===== src/rtl/micro_sequencer_pkg.sv =====
// Shared widths and state encoding for the MIC-1 microprogram sequencer.
package micro_sequencer_pkg;

    localparam int MBR_BITS = 8;
    localparam int MPC_BITS = MBR_BITS + 1;
    localparam int CNT_BITS = 32;

    // PAUSE is only reachable when SEQ_SINGLE_STEP_EN is defined.
    typedef enum logic [2:0] {
        INIT     = 3'd0,
        RUN      = 3'd1,
        WAIT_MEM = 3'd2,
        HALT     = 3'd3,
        PAUSE    = 3'd4
    } seq_state_t;

endpackage


===== src/rtl/micro_sequencer_if.sv =====
// Bundle between control store / datapath (master) and the sequencer (slave).
// Optional single-step inputs exist only with SEQ_SINGLE_STEP_EN defined.
interface micro_sequencer_if;
    import micro_sequencer_pkg::*;

    logic [MPC_BITS-1:0] next_addr;
    logic                jmpc;
    logic                jamn;
    logic                jamz;
    logic                n;
    logic                z;
    logic [MBR_BITS-1:0] mbr;
    logic                mem_req;
    logic                mem_ack;
    logic                halt_req;
    logic [MPC_BITS-1:0] mpc;
    logic                exec_en;
    logic                n_flag;
    logic                z_flag;
    logic                halted;
    logic [CNT_BITS-1:0] ucycles;
`ifdef SEQ_SINGLE_STEP_EN
    logic                step_mode;
    logic                step;

    modport master (
        output next_addr, jmpc, jamn, jamz, n, z, mbr, mem_req, mem_ack, halt_req,
        output step_mode, step,
        input  mpc, exec_en, n_flag, z_flag, halted, ucycles
    );
    modport slave (
        input  next_addr, jmpc, jamn, jamz, n, z, mbr, mem_req, mem_ack, halt_req,
        input  step_mode, step,
        output mpc, exec_en, n_flag, z_flag, halted, ucycles
    );
`else
    modport master (
        output next_addr, jmpc, jamn, jamz, n, z, mbr, mem_req, mem_ack, halt_req,
        input  mpc, exec_en, n_flag, z_flag, halted, ucycles
    );
    modport slave (
        input  next_addr, jmpc, jamn, jamz, n, z, mbr, mem_req, mem_ack, halt_req,
        output mpc, exec_en, n_flag, z_flag, halted, ucycles
    );
`endif

endinterface


===== src/rtl/micro_sequencer_next_addr_logic.sv =====
// Combinational next-MPC computation: JAMN/JAMZ force the top bit,
// JMPC ORs MBR into the low byte of NEXT_ADDRESS.
module next_addr_logic
    import micro_sequencer_pkg::*;
(
    input  logic [MPC_BITS-1:0] next_addr_i,
    input  logic                jmpc_i,
    input  logic                jamn_i,
    input  logic                jamz_i,
    input  logic                n_i,
    input  logic                z_i,
    input  logic [MBR_BITS-1:0] mbr_i,
    output logic [MPC_BITS-1:0] next_mpc_o
);

    // Merge branch conditions and the MBR dispatch into NEXT_ADDRESS.
    always_comb begin
        next_mpc_o = next_addr_i;
        next_mpc_o[MPC_BITS-1] = next_addr_i[MPC_BITS-1] | (jamn_i & n_i) | (jamz_i & z_i);
        if (jmpc_i) begin
            next_mpc_o[MBR_BITS-1:0] = next_addr_i[MBR_BITS-1:0] | mbr_i;
        end
    end

endmodule


===== src/rtl/micro_sequencer.sv =====
// MIC-1 microprogram sequencer top: state machine, MPC, latched ALU flags,
// executed-microinstruction counter and pending-halt bit.
// Optional feature macro: SEQ_SINGLE_STEP_EN (adds step_mode/step and PAUSE).
module micro_sequencer
    import micro_sequencer_pkg::*;
(
    input  logic              clk,
    input  logic              reset_n,
    micro_sequencer_if.slave  bus
);

    seq_state_t          state_q, state_d;
    logic [MPC_BITS-1:0] mpc_q, mpc_d;
    logic                n_flag_q, n_flag_d;
    logic                z_flag_q, z_flag_d;
    logic [CNT_BITS-1:0] ucycles_q, ucycles_d;
    logic                halt_pend_q, halt_pend_d;
    logic [MPC_BITS-1:0] next_mpc;

    next_addr_logic u_next_addr (
        .next_addr_i (bus.next_addr),
        .jmpc_i      (bus.jmpc),
        .jamn_i      (bus.jamn),
        .jamz_i      (bus.jamz),
        .n_i         (bus.n),
        .z_i         (bus.z),
        .mbr_i       (bus.mbr),
        .next_mpc_o  (next_mpc)
    );

    // Next-state and register updates; everything holds unless RUN commits.
    always_comb begin
        state_d     = state_q;
        mpc_d       = mpc_q;
        n_flag_d    = n_flag_q;
        z_flag_d    = z_flag_q;
        ucycles_d   = ucycles_q;
        halt_pend_d = halt_pend_q;
        case (state_q)
            INIT: begin
                state_d = RUN;
            end
            RUN: begin
                mpc_d     = next_mpc;
                n_flag_d  = bus.n;
                z_flag_d  = bus.z;
                ucycles_d = ucycles_q + CNT_BITS'(1);
                if (bus.mem_req && !bus.mem_ack) begin
                    // Remember the halt so it takes effect once memory completes.
                    state_d     = WAIT_MEM;
                    halt_pend_d = bus.halt_req;
                end else if (bus.halt_req) begin
                    state_d = HALT;
                end else begin
                    state_d = RUN;
`ifdef SEQ_SINGLE_STEP_EN
                    if (bus.step_mode) begin
                        state_d = PAUSE;
                    end
`endif
                end
            end
            WAIT_MEM: begin
                if (bus.mem_ack) begin
                    state_d     = halt_pend_q ? HALT : RUN;
                    halt_pend_d = 1'b0;
                end
            end
            HALT: begin
                state_d = HALT;
            end
`ifdef SEQ_SINGLE_STEP_EN
            PAUSE: begin
                if (bus.step) begin
                    state_d = RUN;
                end
            end
`endif
            default: begin
                state_d = INIT;
            end
        endcase
    end

    // State and datapath-control registers with synchronous active-low reset.
    always_ff @(posedge clk) begin
        if (!reset_n) begin
            state_q     <= INIT;
            mpc_q       <= '0;
            n_flag_q    <= 1'b0;
            z_flag_q    <= 1'b0;
            ucycles_q   <= '0;
            halt_pend_q <= 1'b0;
        end else begin
            state_q     <= state_d;
            mpc_q       <= mpc_d;
            n_flag_q    <= n_flag_d;
            z_flag_q    <= z_flag_d;
            ucycles_q   <= ucycles_d;
            halt_pend_q <= halt_pend_d;
        end
    end

    assign bus.mpc     = mpc_q;
    assign bus.exec_en = (state_q == RUN);
    assign bus.n_flag  = n_flag_q;
    assign bus.z_flag  = z_flag_q;
    assign bus.halted  = (state_q == HALT);
    assign bus.ucycles = ucycles_q;

endmodule


===== src/flat_wrapper.sv =====
// flat-port wrapper written by rule: the top's interface ports become plain ports
module micro_sequencer_flat import micro_sequencer_pkg::*;
  (clk, reset_n, bus_next_addr, bus_jmpc, bus_jamn, bus_jamz, bus_n, bus_z, bus_mbr, bus_mem_req, bus_mem_ack, bus_halt_req, bus_mpc, bus_exec_en, bus_n_flag, bus_z_flag, bus_halted, bus_ucycles);
  micro_sequencer_if bus_i ();
  input  logic clk;
  input  logic reset_n;
  input wire logic [$bits(bus_i.next_addr)-1:0] bus_next_addr;
  input wire logic [$bits(bus_i.jmpc)-1:0] bus_jmpc;
  input wire logic [$bits(bus_i.jamn)-1:0] bus_jamn;
  input wire logic [$bits(bus_i.jamz)-1:0] bus_jamz;
  input wire logic [$bits(bus_i.n)-1:0] bus_n;
  input wire logic [$bits(bus_i.z)-1:0] bus_z;
  input wire logic [$bits(bus_i.mbr)-1:0] bus_mbr;
  input wire logic [$bits(bus_i.mem_req)-1:0] bus_mem_req;
  input wire logic [$bits(bus_i.mem_ack)-1:0] bus_mem_ack;
  input wire logic [$bits(bus_i.halt_req)-1:0] bus_halt_req;
  output wire logic [$bits(bus_i.mpc)-1:0] bus_mpc;
  output wire logic [$bits(bus_i.exec_en)-1:0] bus_exec_en;
  output wire logic [$bits(bus_i.n_flag)-1:0] bus_n_flag;
  output wire logic [$bits(bus_i.z_flag)-1:0] bus_z_flag;
  output wire logic [$bits(bus_i.halted)-1:0] bus_halted;
  output wire logic [$bits(bus_i.ucycles)-1:0] bus_ucycles;
  assign bus_i.next_addr = bus_next_addr;
  assign bus_i.jmpc = bus_jmpc;
  assign bus_i.jamn = bus_jamn;
  assign bus_i.jamz = bus_jamz;
  assign bus_i.n = bus_n;
  assign bus_i.z = bus_z;
  assign bus_i.mbr = bus_mbr;
  assign bus_i.mem_req = bus_mem_req;
  assign bus_i.mem_ack = bus_mem_ack;
  assign bus_i.halt_req = bus_halt_req;
  assign bus_mpc = bus_i.mpc;
  assign bus_exec_en = bus_i.exec_en;
  assign bus_n_flag = bus_i.n_flag;
  assign bus_z_flag = bus_i.z_flag;
  assign bus_halted = bus_i.halted;
  assign bus_ucycles = bus_i.ucycles;
  micro_sequencer u_core (.clk(clk), .reset_n(reset_n), .bus(bus_i));
endmodule

===== config.mk =====
export PLATFORM = sky130hd
export DESIGN_NAME = micro_sequencer_flat
export DESIGN_NICKNAME = d
export VERILOG_FILES = /design/src/rtl/micro_sequencer_pkg.sv /design/src/rtl/micro_sequencer_if.sv /design/src/rtl/micro_sequencer_next_addr_logic.sv /design/src/rtl/micro_sequencer.sv /design/src/flat_wrapper.sv
export SDC_FILE = /design/constraint.sdc
export NUM_CORES = 1
export LEC_CHECK = 0
export BUFFER_PORTS_ARGS = -buffer_cell sky130_fd_sc_hd__buf_4
export CAP_MARGIN = 25
export CORE_MARGIN = 5
export CORE_UTILIZATION = 35
export CTS_BUF_LIST = sky130_fd_sc_hd__clkbuf_2 sky130_fd_sc_hd__clkbuf_4 sky130_fd_sc_hd__clkbuf_8
export CTS_CLUSTER_DIAMETER = 120
export DETAILED_ROUTE_END_ITERATION = 10
export PLACE_DENSITY_LB_ADDON = 0.25
export SLEW_MARGIN = 20
export SYNTH_ARGS = -nofsm -noshare
export SYNTH_HDL_FRONTEND = slang
export SYNTH_SLANG_ARGS = --single-unit

===== constraint.sdc =====
create_clock -name clk -period 6.45 [get_ports clk]
set_clock_uncertainty 0.15 [all_clocks]
set_input_delay 1.29 -clock clk [delete_from_list [all_inputs] [get_ports clk]]
set_output_delay 1.29 -clock clk [all_outputs]
set_load 0.03 [all_outputs]

After elaboration in Yosys (flattened, before gate mapping):

Cells that the tools add are included.
Widths: inputs -> output; s select.

* input port bits: 27
* output and inout bits: 45
* register bits: 47

* bitwise gates (word level): 5
* reductions and logical operators: 5
* add/sub/neg operators: 1
* eq/ne operators: 5
* multiplexer cells: 9

Operators by type and width (number)
* $add 32x1->32 const B: 1
* $pmux 3 s4: 1
* $mux 8: 1
* $or 8x8->8: 1
* $eq 3x2->1 const B: 2
* $mux 3: 2
* $mux 2: 2
* $eq 3x1->1 const B: 1
* $logic_not 3->1: 1
* $reduce_and 3->1: 1
* $and 1x1->1: 2
* $mux 1: 2
* $ne 2x1->1 const B: 1
* $ne 2x2->1 const B: 1
* $or 1x1->1: 2
* $pmux 1 s2: 1
* $reduce_bool 2->1: 1
* $logic_and 1x1->1: 1
* $logic_not 1->1: 1

Logic depth before layout (Yosys ltp):

* depth after elaboration: 4
* depth in mapped cells: 6

Cells and area by module:

Synthesis repeated with hierarchy kept, for this count alone.

* cell total of the unflattened synthesis: 261
* area total of the unflattened synthesis: 2167.1 um^2

Modules (own cells, without submodules)
* micro_sequencer: seq. area each 920.9 um^2, instances 1, cells each 251, area each 2092.0 um^2
* next_addr_logic: seq. area each 0.0 um^2, instances 1, cells each 10, area each 75.1 um^2

Least setup slack after synthesis:

Ideal clock, no wire load.

* path kind: register -> output
* start point: register u_core.state_q[0]
* end point: output bus_exec_en
* data arrival time: 1.477 ns
* stages on the path, launching flop included: 4
* slack: 3.533 ns
* cells stage by stage: dfxtp_1 -> nor2b_1 -> clkbuf_1 -> clkbuf_1

* longest elaborated chain between the ends: 1

RTL lines
* from (decl): RTL line micro_sequencer.sv:12 `seq_state_t state_q, state_d;`
* from (signal assigned): RTL line micro_sequencer.sv:95 `state_q <= state_d;`
* $eq 3x1->1: RTL line micro_sequencer.sv:105 `assign bus.exec_en = (state_q == RUN);`
* to (decl): RTL line flat_wrapper.sv:18 `output wire logic [$bits(bus_i.exec_en)-1:0] bus_exec_en;`

No other way between the ends.

Final worst setup path:

Ends and elaborated chain as after synthesis.

==> results.ini <==
[placed_design]
port_buffers=71
gp_congestion=0.750
place_inst=380
pre_cts_ws_ps=3720
hpwl_um=3830

[synth]
synth-compound-area-share_pct=16.4
synth_edf_count=0
synth_top_cells_by_count=dfxtp_1 (46), a21oi_1 (33), nand2_1 (17), nor2_1 (17), or4_1 (14)
synthArstFlopShare_pct=0
ys_types=39
syn_nets=274
synth_fa_ha_area_share_pct=0.586
post_synth_mux_area_share_pct=3.75
yosys_warnings=0
synth_xor_xnor_area_share_pct=4.51
synth_most_common_cell=dfxtp_1
synth_top_area_share_pct=43.1
syn_avg_cell_area_um2=8.68
yosys.area_share.simple_pct=27.9
syn_area_um2=2140
synth_seq_area_share_pct=43.1
synth_top_family_by_area=simple AND/OR/NAND/NOR gates
ys_top_cells_by_area=dfxtp_1 (43%), a21oi_1 (7.7%), or4_1 (4.9%), o31ai_1 (4.6%), mux2i_1 (3.7%)
synth_top_cell_by_area=dfxtp_1
ys.flop_type=dfxtp_1
synth-seq-cells=46
syn-instance-count=246

[cells_and_area]
n_antenna_cell=0
fillers=566
multi_input_area_um2=1140
instances_no_fill=389
area_delta_synth_final_pct=33.0
finalNetCount=341
register_area_um2=921
drive_gt1_share_pct=30.3

[floorplan]
rows=28
io_pins=72
start_util_pct=36.1
fp.dieW_um=88.1
die-area_um2=7760
fp.coreArea_um2=5920
fp.dieH_um=88.1

[setup_path]
critPathMaxFanout=31
cp.depth=3
critPathSlowestCell=dfxtp_1
r2r_end=u_core.bus.ucycles[28]
critical_path_class=register to primary output
crit_family=buffers and inverters
worst_setup_path_start_kind=register
cpMostUsedCell=buf_4
startpoint=u_core.state_q[0]
cp.arrival_ps=1480
end_kind=primary output
path_cells=nor2b_2 > buf_4 > buf_4
critPathCapture=bus_exec_en
r2r-start=u_core.bus.ucycles[0]
rrSetupSlack_ps=4020
required_ps=5010
max_stage_delay_ps=470
reg2regPathDepth=5
cp_num_buf_inv=2

[detailed_routing]
routed_via_density=5.21
firstDrtPassIters=4
drt-initial-drc-count=73
drc=0
via_count=2027
routedWlPerCell_um=13.7
routed_wl_um=5320
detail-route-antenna-nets=0

[power]
power_density_nw_per_um2=209
p_leak_nw=1.12
peakVddDrop_uv=113
totalPowerFinal_mw=0.594

[clocking]
clk_pin_slew_ps=80
ctsHoldBuffers=0
clockBufferDepth=2
postCtsSetupRepairBufs=0
cts_tree=yes
clkSinkCount=46
cts_root_buf=clkbuf_8
cts_buffers=5
cts_resized=0
worst_skew_pair.late_latency_ps=300
htree_levels=2

[sta]
setup_slack_ps=3530
fin_tns_setup_ps=0
slew_viol_final=0
rsz0062_at_grt=no
fin_crit_sh_pct=45.3
max_clock_freq_mhz=342
slew_headroom_pct=56.7
worstMarginPinSlew_ps=648
fin_crit_ps=2920
hold_violations=0
finalSetupViolCount=0

[hold_path]
min_path_type=register to register
holdPathStages=2

[status]
outcome=finished, final reports clean

[global_routing]
grt_antenna_before_repair=0
grt_pass1_wl_um=8710
grt_overflow=0
grt_pass1_vias=1829
grt_usage_pct=13.8
grt_max_degree=34

[job]
maxCapViolCount=0

==> registers in the layout, indices dropped and copies added (netlist names) <==
| register | flops |
|---|---|
| u_core.bus.z_flag | 1 |
| u_core.bus.ucycles | 32 |
| u_core.bus.mpc | 9 |
| u_core.halt_pend_q | 1 |
| u_core.state_q | 2 |
| u_core.bus.n_flag | 1 |
==> how the worst min path moves through the flow <==
stage | start | end | slack, ps
floorplan | u_core.state_q[1] | u_core.state_q[1] | 390
global placement | u_core.bus.ucycles[31] | u_core.bus.ucycles[31] | 310
detailed placement | u_core.bus.ucycles[31] | u_core.bus.ucycles[31] | 310
CTS | u_core.bus.ucycles[31] | u_core.bus.ucycles[31] | 320
global route | u_core.bus.ucycles[29] | u_core.bus.ucycles[29] | 360
finish | u_core.bus.ucycles[31] | u_core.bus.ucycles[31] | 320
==> metal layers <==
layer / global-route usage [%] / vias to the layer above / wire length, µm / share of wire (%)
met4: 2.88 / 0 / 29 / 0.55
met3: 5.17 / 6 / 411 / 7.7
li1: - / 1037 / - / -
met2: 22.1 / 51 / 2450 / 46
met1: 18.0 / 933 / 2430 / 46
met5: 0 / - / 0 / 0
==> layout by cell type, fill, tap and decap left out, types with 2 or more instances in the layout <==
master	n
nand2b_1	6
a21oi_1	33
inv_1	5
a211oi_1	2
nand3_1	9
dfxtp_1	46
and3_2	2
xnor2_1	6
nor3_1	3
nor4_1	8
and4_2	2
nor2b_1	2
o31ai_1	13
nor2_1	17
buf_4	72
o21ai_0	10
clkbuf_8	5
or3_1	2
mux2i_1	8
or2_2	4
nand4_1	5
nand2_1	17
or4_1	14
clkbuf_4	2
xor2_1	5
==> final cells by class <==
class	count	share of cell area, %
clock buffer	7	2.95
clock inverter	1	1.06
inverter	5	0.661
multi-input combinational	182	40.1
sequential	46	32.4
tap	75	3.30
timing repair buffer	73	19.6
==> where the power goes <==
group / switching, mW / total, mW / internal (mW)
registers: 0.00699 / 0.300 / 0.293
clock network: 0.0965 / 0.221 / 0.124
logic: 0.0414 / 0.0734 / 0.0320
==> cell families (layout without fill, tap and decap cells) <==
kind of cell | after synthesis | after routing
buf+inv | 18 | 86
simple gates | 101 | 101
compound gates | 61 | 61
mux | 8 | 8
xor+xnor | 11 | 11
fa+ha+maj | 1 | 1
flops | 46 | 46
==> worst register-to-register path, stage by stage (launching register included) <==
cell and delay [ps]:
dfxtp_1 410, ha_1 270, nand4b_4 170, or4_1 690, or4_1 510, a21oi_1 160
==> per-stage QoR <==
step	hold WS (ps)	util [%]	area, µm²
floorplan	390	-	2140
global placement	314	45.8	2710
detailed placement	313	45.8	2710
CTS	325	47.7	2830
global route	362	48.0	2840
finish	323	48.0	2840
Power figures use the tool's default switching activity.
